### src/rtl/x_stream_tx_pkg.sv
// Shared types and default sizing for the x-stream transmitter.
package x_stream_tx_pkg;

    // Address bits needed to index a bank of the given depth (minimum 1).
    function automatic int unsigned addr_width(input int unsigned depth);
        return (depth > 1) ? $clog2(depth) : 1;
    endfunction

    localparam int unsigned WIDTH_DEF = 16;
    localparam int unsigned LENX_DEF  = 32;
    localparam int unsigned ADDRX_DEF = addr_width(LENX_DEF);

    // Lifecycle of one ping-pong bank.
    typedef enum logic [1:0] {
        EMPTY   = 2'd0,
        FULL    = 2'd1,
        SENDING = 2'd2
    } bank_state_e;

endpackage

### src/rtl/memory.sv
// Single-port-write / single-port-read bank with 1-cycle synchronous read.
// rdata holds its last value while re is low.
module memory #(
    parameter int unsigned WIDTH = 16,
    parameter int unsigned LENX  = 32,
    parameter int unsigned ADDRX = 5
) (
    input  logic             clk,
    input  logic             we,
    input  logic [ADDRX-1:0] waddr,
    input  logic [WIDTH-1:0] wdata,
    input  logic             re,
    input  logic [ADDRX-1:0] raddr,
    output logic [WIDTH-1:0] rdata
);

    logic [WIDTH-1:0] mem_q [LENX];
    logic [WIDTH-1:0] rdata_q;

    // Synchronous write and registered read.
    always_ff @(posedge clk) begin
        if (we) begin
            mem_q[waddr] <= wdata;
        end
        if (re) begin
            rdata_q <= mem_q[raddr];
        end
    end

    assign rdata = rdata_q;

endmodule

### src/rtl/x_stream_tx.sv
// Double-buffered stream transmitter: host fills one bank while the other
// drains into the layer's valid/ready input. Reads run up to two words
// ahead (memory output stage + output register) to hide memory latency.
module x_stream_tx
    import x_stream_tx_pkg::*;
#(
    parameter int unsigned WIDTH = WIDTH_DEF,
    parameter int unsigned LENX  = LENX_DEF,
    parameter int unsigned ADDRX = ADDRX_DEF
) (
    input  logic             clk,
    input  logic             reset,
    input  logic [WIDTH-1:0] h_data,
    input  logic             h_valid,
    output logic             h_ready,
    output logic [WIDTH-1:0] m_data_out_x,
    output logic             m_valid_x,
    input  logic             m_ready_x
);

    localparam logic [ADDRX-1:0] LAST_ADDR = ADDRX'(LENX - 1);

    bank_state_e      state_q [2];
    bank_state_e      state_d [2];
    logic             wbank_q, wbank_d;
    logic [ADDRX-1:0] waddr_q, waddr_d;
    logic             rbank_q, rbank_d;
    logic [ADDRX-1:0] raddr_q, raddr_d;
    logic             h_ready_q, h_ready_d;
    logic             s1_valid_q, s1_valid_d;
    logic             s1_last_q, s1_last_d;
    logic             s1_bank_q, s1_bank_d;
    logic             out_valid_q, out_valid_d;
    logic [WIDTH-1:0] out_data_q, out_data_d;
    logic             out_last_q, out_last_d;
    logic             out_bank_q, out_bank_d;

    logic [1:0]       mem_we;
    logic [1:0]       mem_re;
    logic [WIDTH-1:0] rdata0;
    logic [WIDTH-1:0] rdata1;
    logic [WIDTH-1:0] s1_data;
    logic             h_fire;
    logic             out_fire;
    logic             out_load;
    logic             s1_move;
    logic             issue;

    memory #(.WIDTH(WIDTH), .LENX(LENX), .ADDRX(ADDRX)) u_bank0 (
        .clk   (clk),
        .we    (mem_we[0]),
        .waddr (waddr_q),
        .wdata (h_data),
        .re    (mem_re[0]),
        .raddr (raddr_q),
        .rdata (rdata0)
    );

    memory #(.WIDTH(WIDTH), .LENX(LENX), .ADDRX(ADDRX)) u_bank1 (
        .clk   (clk),
        .we    (mem_we[1]),
        .waddr (waddr_q),
        .wdata (h_data),
        .re    (mem_re[1]),
        .raddr (raddr_q),
        .rdata (rdata1)
    );

    // Next-state for load side, read issue, skid stage and bank states.
    always_comb begin
        state_d     = state_q;
        wbank_d     = wbank_q;
        waddr_d     = waddr_q;
        rbank_d     = rbank_q;
        raddr_d     = raddr_q;
        s1_last_d   = s1_last_q;
        s1_bank_d   = s1_bank_q;
        out_valid_d = out_valid_q;
        out_data_d  = out_data_q;
        out_last_d  = out_last_q;
        out_bank_d  = out_bank_q;
        mem_we      = '0;
        mem_re      = '0;

        s1_data  = s1_bank_q ? rdata1 : rdata0;
        h_fire   = h_valid && h_ready_q;
        out_fire = out_valid_q && m_ready_x;
        out_load = !out_valid_q || m_ready_x;
        s1_move  = s1_valid_q && out_load;
        issue    = ((state_q[rbank_q] == FULL) || (state_q[rbank_q] == SENDING))
                   && (!s1_valid_q || s1_move);

        // Load side: write word, close the bank on its last address.
        if (h_fire) begin
            mem_we[wbank_q] = 1'b1;
            if (waddr_q == LAST_ADDR) begin
                state_d[wbank_q] = FULL;
                waddr_d          = '0;
                wbank_d          = ~wbank_q;
            end else begin
                waddr_d = waddr_q + ADDRX'(1);
            end
        end

        // Read issue: one address per cycle while the skid stage has room.
        if (issue) begin
            mem_re[rbank_q]  = 1'b1;
            state_d[rbank_q] = SENDING;
            s1_last_d        = (raddr_q == LAST_ADDR);
            s1_bank_d        = rbank_q;
            if (raddr_q == LAST_ADDR) begin
                raddr_d = '0;
                rbank_d = ~rbank_q;
            end else begin
                raddr_d = raddr_q + ADDRX'(1);
            end
        end
        s1_valid_d = issue || (s1_valid_q && !s1_move);

        // Output register refills from the memory stage when empty or accepted.
        if (out_load) begin
            out_valid_d = s1_valid_q;
            if (s1_valid_q) begin
                out_data_d = s1_data;
                out_last_d = s1_last_q;
                out_bank_d = s1_bank_q;
            end
        end

        // Bank is released once its last word has been taken by the layer.
        if (out_fire && out_last_q) begin
            state_d[out_bank_q] = EMPTY;
        end

        h_ready_d = (state_d[wbank_d] == EMPTY);
    end

    // State registers with synchronous reset.
    always_ff @(posedge clk) begin
        if (reset) begin
            state_q[0]  <= EMPTY;
            state_q[1]  <= EMPTY;
            wbank_q     <= 1'b0;
            waddr_q     <= '0;
            rbank_q     <= 1'b0;
            raddr_q     <= '0;
            h_ready_q   <= 1'b1;
            s1_valid_q  <= 1'b0;
            s1_last_q   <= 1'b0;
            s1_bank_q   <= 1'b0;
            out_valid_q <= 1'b0;
            out_data_q  <= '0;
            out_last_q  <= 1'b0;
            out_bank_q  <= 1'b0;
        end else begin
            state_q     <= state_d;
            wbank_q     <= wbank_d;
            waddr_q     <= waddr_d;
            rbank_q     <= rbank_d;
            raddr_q     <= raddr_d;
            h_ready_q   <= h_ready_d;
            s1_valid_q  <= s1_valid_d;
            s1_last_q   <= s1_last_d;
            s1_bank_q   <= s1_bank_d;
            out_valid_q <= out_valid_d;
            out_data_q  <= out_data_d;
            out_last_q  <= out_last_d;
            out_bank_q  <= out_bank_d;
        end
    end

    assign h_ready      = h_ready_q;
    assign m_valid_x    = out_valid_q;
    assign m_data_out_x = out_data_q;

endmodule

### config.mk
export PLATFORM = sky130hd
export DESIGN_NAME = x_stream_tx
export DESIGN_NICKNAME = d
export VERILOG_FILES = /design/src/rtl/x_stream_tx_pkg.sv /design/src/rtl/memory.sv /design/src/rtl/x_stream_tx.sv
export SDC_FILE = /design/constraint.sdc
export NUM_CORES = 1
export LEC_CHECK = 0
export CORE_UTILIZATION = 60
export CTS_BUF_LIST = sky130_fd_sc_hd__clkbuf_2
export CTS_CLUSTER_SIZE = 40
export DETAILED_ROUTE_END_ITERATION = 8
export GPL_TIMING_DRIVEN = 0
export PLACE_DENSITY = 0.82
export SYNTH_ARGS = -nofsm -noshare
export SYNTH_HDL_FRONTEND = slang
export SYNTH_SLANG_ARGS = --single-unit
### constraint.sdc
create_clock -name clk -period 3 [get_ports clk]
set_input_delay 0.6 -clock clk [delete_from_list [all_inputs] [get_ports clk]]
set_output_delay 0.6 -clock clk [all_outputs]
set_load 0.005 [all_outputs]
# Word level (Yosys, flattened, before mapping)

Memory sizes are Yosys's and may differ from the RTL's. A register that Yosys moved wholly into a read port is not among the register bits.
Cells that the tools add are included.

Word-level logic and storage cells: 99
Output and inout port bits: 18
Input bits: 20
RAM bits: 1024
Memories: 2
Flip-flop bits (word level): 39

Memories:

| name          | words | width | read ports | clocked after memory_dff | write ports | line         | text |
|---|---|---|---|---|---|---|---|
| u_bank0.mem_q | 32    | 16    | 1          | 1                        | 1           | memory.sv:17 | `logic [WIDTH-1:0] mem_q [LENX];` |
| u_bank1.mem_q | 32    | 16    | 1          | 1                        | 1           | memory.sv:17 |  |

Add/sub/neg operators: 2
Equal/unequal tests: 4
Bitwise gates (word level): 14
$lt $le $gt $ge: 11
Reductions and logical operators: 21
Muxes and demuxes: 31

Operators with widths:

| operator            | number |
|---|---|
| $mux 2              | 11 |
| $mux 16             | 1 |
| $mux 4              | 4 |
| $logic_and 1x1->1   | 11 |
| $add 5x1->5 const B | 2 |
| $eq 5x5->1 const B  | 2 |
| $mux 5              | 2 |
| $ge 2x2->1 const B  | 4 |
| $mux 1              | 8 |
| $not 1->2           | 4 |
| $demux 2 s1         | 3 |
| $lt 2x1->1 const B  | 3 |
| $and 2x2->2         | 2 |
| $and 4x4->4         | 1 |
| $logic_or 1x1->1    | 4 |
| $lt 1x2->1 const B  | 2 |
| $not 2->2           | 2 |
| $not 4->4           | 1 |
| $or 2x2->2          | 2 |
| $reduce_and 2->1    | 2 |
| $logic_not 1->1     | 3 |
| $demux 1 s1         | 2 |
| $eq 2x1->1 const B  | 1 |
| $eq 2x2->1 const B  | 1 |
| 3 further kinds     | 5 |

# Depth between registers and ports, before layout

Gate-level depths: netlist (run 1).

Depth after elaboration: 17
Gate-level depth with buffers: 9
Gate-level depth less buffers: 7

# Cells and area by module

A second synthesis (run 1) with hierarchy kept.

Cell total of the unflattened synthesis: 2483
Area, all modules: 43146.4 um^2

By module, submodules not included:

| module      | cells each | seq. area each (um^2) | times used | area each (um^2) |
|---|---|---|---|---|
| memory      | 1143       | 15855.2               | 2          | 20696.1 |
| x_stream_tx | 197        | 780.7                 | 1          | 1754.2 |

# Worst setup path after synthesis (run 1)

OpenSTA, ideal clock, no wires.

Kind: in2reg
From: input port m_ready_x
To: register u_bank0.rdata_q[0] (netlist: u_bank0.rdata[0]) (read register of u_bank0.mem_q), enable pin
Arrival: 2.234 ns
Data required time: 2.586 ns
Buffers on the path: 1
Setup slack: 0.352 ns
Library setup time: 0.414 ns
Cell stages on the path: 4
Cells stage by stage: nor2b_1 and2_1 clkbuf_1 nor3_1

Word-level cells in the longest chain between the ends: 5

Ends and longest elaborated chain:

| item                 | line               | text |
|---|---|---|
| start, declared      | x_stream_tx.sv:18  | `input logic m_ready_x` |
| $logic_or 1x1->1     | x_stream_tx.sv:88  | `out_load = !out_valid_q \|\| m_ready_x;` |
| $logic_and 1x1->1    | x_stream_tx.sv:89  | `s1_move = s1_valid_q && out_load;` |
| $logic_or 1x1->1     | x_stream_tx.sv:91  | `&& (!s1_valid_q \|\| s1_move);` |
| $logic_and 1x1->1    | x_stream_tx.sv:91  |  |
| $mux 2               | x_stream_tx.sv:106 | `if (issue) begin` |
| named net u_bank0.re | memory.sv:12       | `input logic re,` |
| end, declared        | memory.sv:18       | `logic [WIDTH-1:0] rdata_q;` |

The timed path passes the listed nets, and every way through them passes these cells.
A chain may end at the register's enable or synchronous reset.

==> results of run 1 <==
[per-stage QoR]
step / area (um2) / setup TNS [ns] / instances / power, mW / utilization [%]
2_1_floorplan: 41900 / 0 / 2009 / 18.1 / -
3_3_place_gp: 43400 / -1101.65 / 2977 / 18.9 / 63.1
3_5_place_dp: 44400 / -242.14 / 3033 / 19.0 / 64.6
4_1_cts: 47000 / 0 / 3495 / 28.2 / 68.3
5_1_grt: 47000 / -0.0212 / 3496 / 29.0 / 68.3
6_report: 47000 / -1.20 / 3498 / 28.1 / 68.4
[cell families after synthesis]
family          synth area share, %
compound gates                 4.75
xor+xnor                     0.0627
fa+ha+maj                     0.209
buf+inv                        1.55
flops                          77.5
mux                            14.1
simple gates                   1.81
[sequential cells by signal (all words and copies together), names as in the netlist, 4 cells and up]
name and flops:
m_data_out_x 16, raddr_q 5, state_q 4, u_bank0.mem_q 512
u_bank0.rdata 16, u_bank1.mem_q 512, u_bank1.rdata 16, waddr_q 5
[synth_stat cells, types with 2 or more instances]
cell type,count
buf_4,16
nor3b_1,2
nor3_1,4
mux4_2,191
nor2_1,98
nand2_1,23
nand3b_1,9
a22o_1,27
a22oi_1,34
dfxtp_1,39
buf_6,11
o21ai_0,9
nand4_1,2
a2111oi_2,26
a21oi_1,73
mux2i_1,150
buf_2,32
ha_1,7
edfxtp_1,1056
buf_1,10
and3_1,3
o22ai_1,30
a211oi_1,18
nand3_1,14
a2111oi_0,4
a31oi_1,3
clkbuf_1,50
o221ai_1,31
inv_1,4
mux2_2,9
nor2b_1,6
xnor2_1,2
[path summary, 6_finish.rpt]
check / endpoint / start / cells past startpoint / slack (ns)
setup / recovery: u_bank1.rdata[4]$_DFFE_PP_ / raddr_q[2]$_SDFFE_PP0N_ / 7 / -0.17
hold / removal: u_bank0.mem_q[28][11]$_DFFE_PP_ / h_data[11] / 2 / 0.13
hold reg to reg: m_data_out_x[9]$_SDFFE_PP0P_ / m_data_out_x[9]$_SDFFE_PP0P_ / 2 / 0.51
setup reg to reg: u_bank1.rdata[4]$_DFFE_PP_ / raddr_q[2]$_SDFFE_PP0N_ / 7 / -0.17
[power breakdown]
| part | internal (mW) | leakage (nW) | switching, mW |
|---|---|---|---|
| clock | 3.81 | 1.76 | 5.64 |
| sequential | 16.8 | 9.82 | 0.0300 |
| combinational | 0.689 | 3.28 | 1.16 |
[cell type report]
| cell class | instances | share of cell area (%) |
|---|---|---|
| tap | 931 | 2.48 |
| multi-input combinational | 790 | 19.1 |
| buffer | 119 | 1.40 |
| inverter | 5 | 0.0399 |
| clock buffer | 383 | 4.07 |
| antenna | 3 | 0.0160 |
| timing repair buffer | 116 | 3.03 |
| sequential | 1095 | 69.1 |
| clock inverter | 56 | 0.731 |
[repair_timing]
action                                  4_1_cts  5_1_grt
hold buffers                                 20        0
resized for setup                            28       17
endpoints found under the setup margin       32       22
endpoints found under the hold margin      1034        0
pin swaps                                     0        0
buffers inserted                              3        0
[layer usage]
metal  share of wire [%]  global-route usage [%]  vias to the layer above
li1                    -                       -                     9332
met1                  35                    39.5                    11700
met2                  47                    46.9                     1832
met3                  12                    9.18                      350
met4                 5.0                    16.0                       10
met5                0.15                    1.11                        -
==> impl_metrics.csv, run 1 <==
group,metric,value,unit
run_status,outcome,"finished, violations left",
run_status,failed_checks,"setup timing",
synthesis,synth_top_area_share,75.7,%
final_layout,final_common_cell,"edfxtp_1",
worst_hold_path,worstHoldPathType,"primary input to register",
worst_setup_path,slowest_delay,0.45,ns
drt,drt-total-wl,106000,um
timing,fmax,315,MHz
synthesis,synth-seq-area-share,77.5,%
global_route,grt_usage,30.5,%
global_route,grt_pass1_vias,23500,
drt,vias_per_cell,6.63,
worst_setup_path,path_cells,"buf_2, buf_2, clkbuf_4, buf_2, mux4_2, a22oi_1, a21oi_1",
worst_setup_path,critical-path-top-delay-family,"buffers and inverters",
timing,maxSlewViolCount,0,
floorplanning,pin_count,38,
clocking,path_clk_slew,0.11,ns
timing,relSlewSlack,22.7,%
drt,drt-initial-drc-count,3369,
synthesis,synthCells,2009,
worst_setup_path,cp_data_arrival_time,4.27,ns
final_layout,fillCellCount,4128,
global_route,antenna_found_initial,6,
timing,rsz0062_at_grt,"true",
synthesis,syn_nets,2036,
power,p_per_area,598,nW/um2
power,vdd_ir_drop_max,0.000275,V
timing,period_minus_slack,3.17,ns
global_route,grt_pass1_wl,152000,um
worst_setup_path,path_class,"register to register",
final_layout,final_cell_mix,"1,056 x edfxtp_1, 391 x clkbuf_2, 191 x mux4_2",
clocking,clock_sink_count,1095,
clocking,cts_tree,"built",
timing,hold_viol_final,0,
final_layout,area_delta_synth_final,12.3,%
clocking,clk_latency,1.45,ns
final_layout,ff_latch_area,32500,um2
global_route,overflow,0,
placement,place_congestion,0.913,
clocking,ctsHtreeMaxLevel,5,
job,maxCapViolations,0,
synthesis,synth-warning-count,0,
synthesis,synth_area_leaders,"edfxtp_1 76%, mux4_2 10%, mux2i_1 3.6%, dfxtp_1 1.9%, a2111oi_2 0.93%",
clocking,cts_made_buffers,274,
synthesis,syn_area,41900,um2
worst_setup_path,endpoint_kind,"register",
drt,drc,0,
final_layout,multi_input_area,9000,um2
drt,via_count,23200,
synthesis,synth_edf_count,1056,
worst_setup_path,cp_common_cell,"buf_2",
floorplanning,die_w,266,um
synthesis,synthArstFlopShare,0,%
worst_setup_path,crit_buf_inv,4,
drt,ant_nets,0,
timing,fin_skew,0.144,ns
timing,holdWs,0.129,ns
drt,wire_per_inst,30.3,um
worst_setup_path,crit_fanout,10,
timing,tightest_slew,1.16,ns
floorplanning,core,68800,um2
floorplanning,start_util,60.9,%
clocking,cts_buffer_depth,4,
timing,min_period_over_period,106,%
placement,dp_slack,-0.539,ns
synthesis,synthDistinctLibCells,48,
timing,layout_setup_ws,-0.174,ns
synthesis,synth_seq_cells,1095,
synthesis,syn_area_per_cell,20.9,um2
worst_setup_path,crit_required,4.10,ns
synthesis,post-synth-top-area-cell,"edfxtp_1",
placement,portBuffers,37,
floorplanning,num_rows,96,
synthesis,ys.flop_type,"edfxtp_1",
global_route,grt_max_degree,65,
worst_setup_path,cp-start-kind,"register",
floorplanning,die_area,70900,um2
placement,hpwl,68800,um
final_layout,finish.net_count,2428,
worst_setup_path,crit_slowest_cell,"a22oi_1",
clocking,clockRootBuffer,"clkbuf_2",
timing,setup_viol,19,
floorplanning,fp.dieH,266,um
power,p_leak,14.9,nW
final_layout,drive_gt1_share,33.3,%
drt,first_pass_iters,9,
No activity file was read; power rests on OpenSTA's default activity.
==> run 2: changes to the inputs <==
--- a/config.mk
+++ b/config.mk
@@ -10,7 +10,7 @@
 export CTS_CLUSTER_SIZE = 40
 export DETAILED_ROUTE_END_ITERATION = 8
 export GPL_TIMING_DRIVEN = 0
-export PLACE_DENSITY = 0.82
+export PLACE_DENSITY = 0.78
 export SYNTH_ARGS = -nofsm -noshare
 export SYNTH_HDL_FRONTEND = slang
 export SYNTH_SLANG_ARGS = --single-unit
==> run 2 against run 1 <==
Compared with the run above: the flow still finishes with violations (setup timing); hold slack improved by 0.019 ns; fmax rose by 4.8%; critical path depth decreased by 1; sequential power is essentially flat; non-clock buffer count fell by 13; combinational power is 3% higher; clock-buffer cell count up 1.
==> impl_metrics.csv, run 2 (same netlist as run 1, synthesis figures left out) <==
group,metric,value,unit
run_status,outcome,"finished, violations left",
run_status,failed_checks,"setup timing",
final_layout,top_regs,"u_bank0.mem_q: 512 flops, u_bank1.mem_q: 512 flops",
timing,setup_viol,22,
power,vdd_ir_drop_max,0.000293,V
clocking,ctsHtreeMaxLevel,5,
floorplanning,die_area,70900,um2
timing,maxSlewViolCount,0,
job,maxCapViolations,0,
clocking,cts_buffer_depth,4,
final_layout,final_cell_mix,"1,056 x edfxtp_1, 389 x clkbuf_2, 191 x mux4_2",
clocking,cts_tree,"built",
global_route,antenna_found_initial,4,
timing,relSlewSlack,14.3,%
clocking,path_clk_slew,0.10,ns
floorplanning,start_util,60.9,%
timing,fin_skew,0.117,ns
drt,first_pass_iters,9,
timing,tns,-0.258,ns
clocking,clk_latency,1.44,ns
final_layout,area_delta_synth_final,11.7,%
final_layout,final_cells,3482,
global_route,overflow,0,
drt,vias_per_cell,6.52,
timing,rsz0062_at_grt,"true",
drt,drt-total-wl,105000,um
floorplanning,die_w,266,um
drt,wire_per_inst,30.3,um
global_route,grt_pass1_wl,151000,um
timing,tightest_slew,1.28,ns
worst_setup_path,cp_data_arrival_time,4.00,ns
global_route,grt_pass1_vias,22600,
placement,place_congestion,0.966,
global_route,grt_max_degree,65,
final_layout,drive_gt1_share,32.1,%
drt,ant_nets,0,
timing,fmax,330,MHz
placement,hpwl,67700,um
global_route,grt_usage,30.5,%
floorplanning,core,68800,um2
timing,period_minus_slack,3.03,ns
drt,via_count,22700,
placement,dp_slack,-1.03,ns
worst_setup_path,cp-start-kind,"primary input",
worst_setup_path,crit_fanout,16,
floorplanning,pin_count,38,
worst_setup_path,endpoint_kind,"register",
drt,drc,0,
floorplanning,num_rows,96,
drt,drt-initial-drc-count,3322,
clocking,clockRootBuffer,"clkbuf_2",
placement,portBuffers,37,
floorplanning,fp.dieH,266,um
placement,place_inst,3021,
clocking,cts_made_buffers,274,
worst_setup_path,path_class,"primary input to register",
timing,layout_setup_ws,-0.0270,ns
timing,min_period_over_period,101,%
worst_hold_path,worstHoldPathType,"primary input to register",
final_layout,finish.net_count,2415,
power,p_leak,14.7,nW
timing,hold_viol_final,0,
final_layout,final_common_cell,"edfxtp_1",
power,p_per_area,595,nW/um2
worst_setup_path,crit_required,3.97,ns
final_layout,fin_util,68.0,%
clocking,clock_sink_count,1095,
-- run 2: timing repair --
item | in CTS | in global routing
pin swaps | 0 | 1
setup buffers | 2 | 0
endpoints found under the setup margin | 171 | 116
hold buffers | 19 | 0
resized for setup | 27 | 26
endpoints found under the hold margin | 987 | 0
-- run 2: layout make-up --
cell class | instances | area, um2
flip-flops and latches | 1095 | 32500
multi-input cells | 790 | 9120
fillers | 4245 | 22000
diodes | 1 | 2.50
repair buffers | 103 | 1190
clock inverters | 54 | 229
plain buffers | 119 | 638
inverters | 5 | 18.8
clock buffers | 384 | 1920
well taps | 931 | 1160
-- run 2: per-stage QoR --
step                      power (mW)  area (um2)  hold slack [ns]
after floorplan                 18.1       41900            0.454
after global placement          18.9       43400            0.483
after detailed placement        19.0       44200            0.479
after CTS                       27.9       46700          0.00483
after global routing            28.7       46800           0.0654
final                           27.8       46800            0.148
-- run 2: final timing paths --
| path | cells after the start | endpoint | start | slack, ns |
|---|---|---|---|---|
| max | 6 | u_bank0.mem_q[29][13]$_DFFE_PP_ | h_valid | -0.03 |
| min | 2 | u_bank1.mem_q[14][15]$_DFFE_PP_ | h_data[15] | 0.15 |
| max reg2reg | 8 | u_bank0.rdata[1]$_DFFE_PP_ | raddr_q[0]$_SDFFE_PP0N_ | -0.01 |
| min reg2reg | 2 | s1_last_q$_SDFFE_PP0N_ | s1_last_q$_SDFFE_PP0N_ | 0.50 |
-- run 2: power by group --
part / switching (mW) / leakage [nW] / internal (mW)
clock network: 5.62 / 1.71 / 3.47
logic: 1.19 / 3.17 / 0.718
registers: 0.0383 / 9.82 / 16.8
-- run 2: metal layers --
metal	part of all wire (%)	vias to the layer above	wire length [um]	GRT usage [%]
met5	0.035	-	37	0
met4	4.2	6	4440	14.3
met3	14	215	14300	8.38
met2	45	1762	47500	43.4
met1	37	11400	39100	44.4
li1	-	9289	-	-
-- run 2: critical path, cell delays in order --
cell and delay, ns:
dlygate4sd3_1 0.53, clkdlybuf4s50_1 0.64, and3b_1 0.21, clkbuf_1 0.29
nand2_1 0.70, nor2_2 1.00
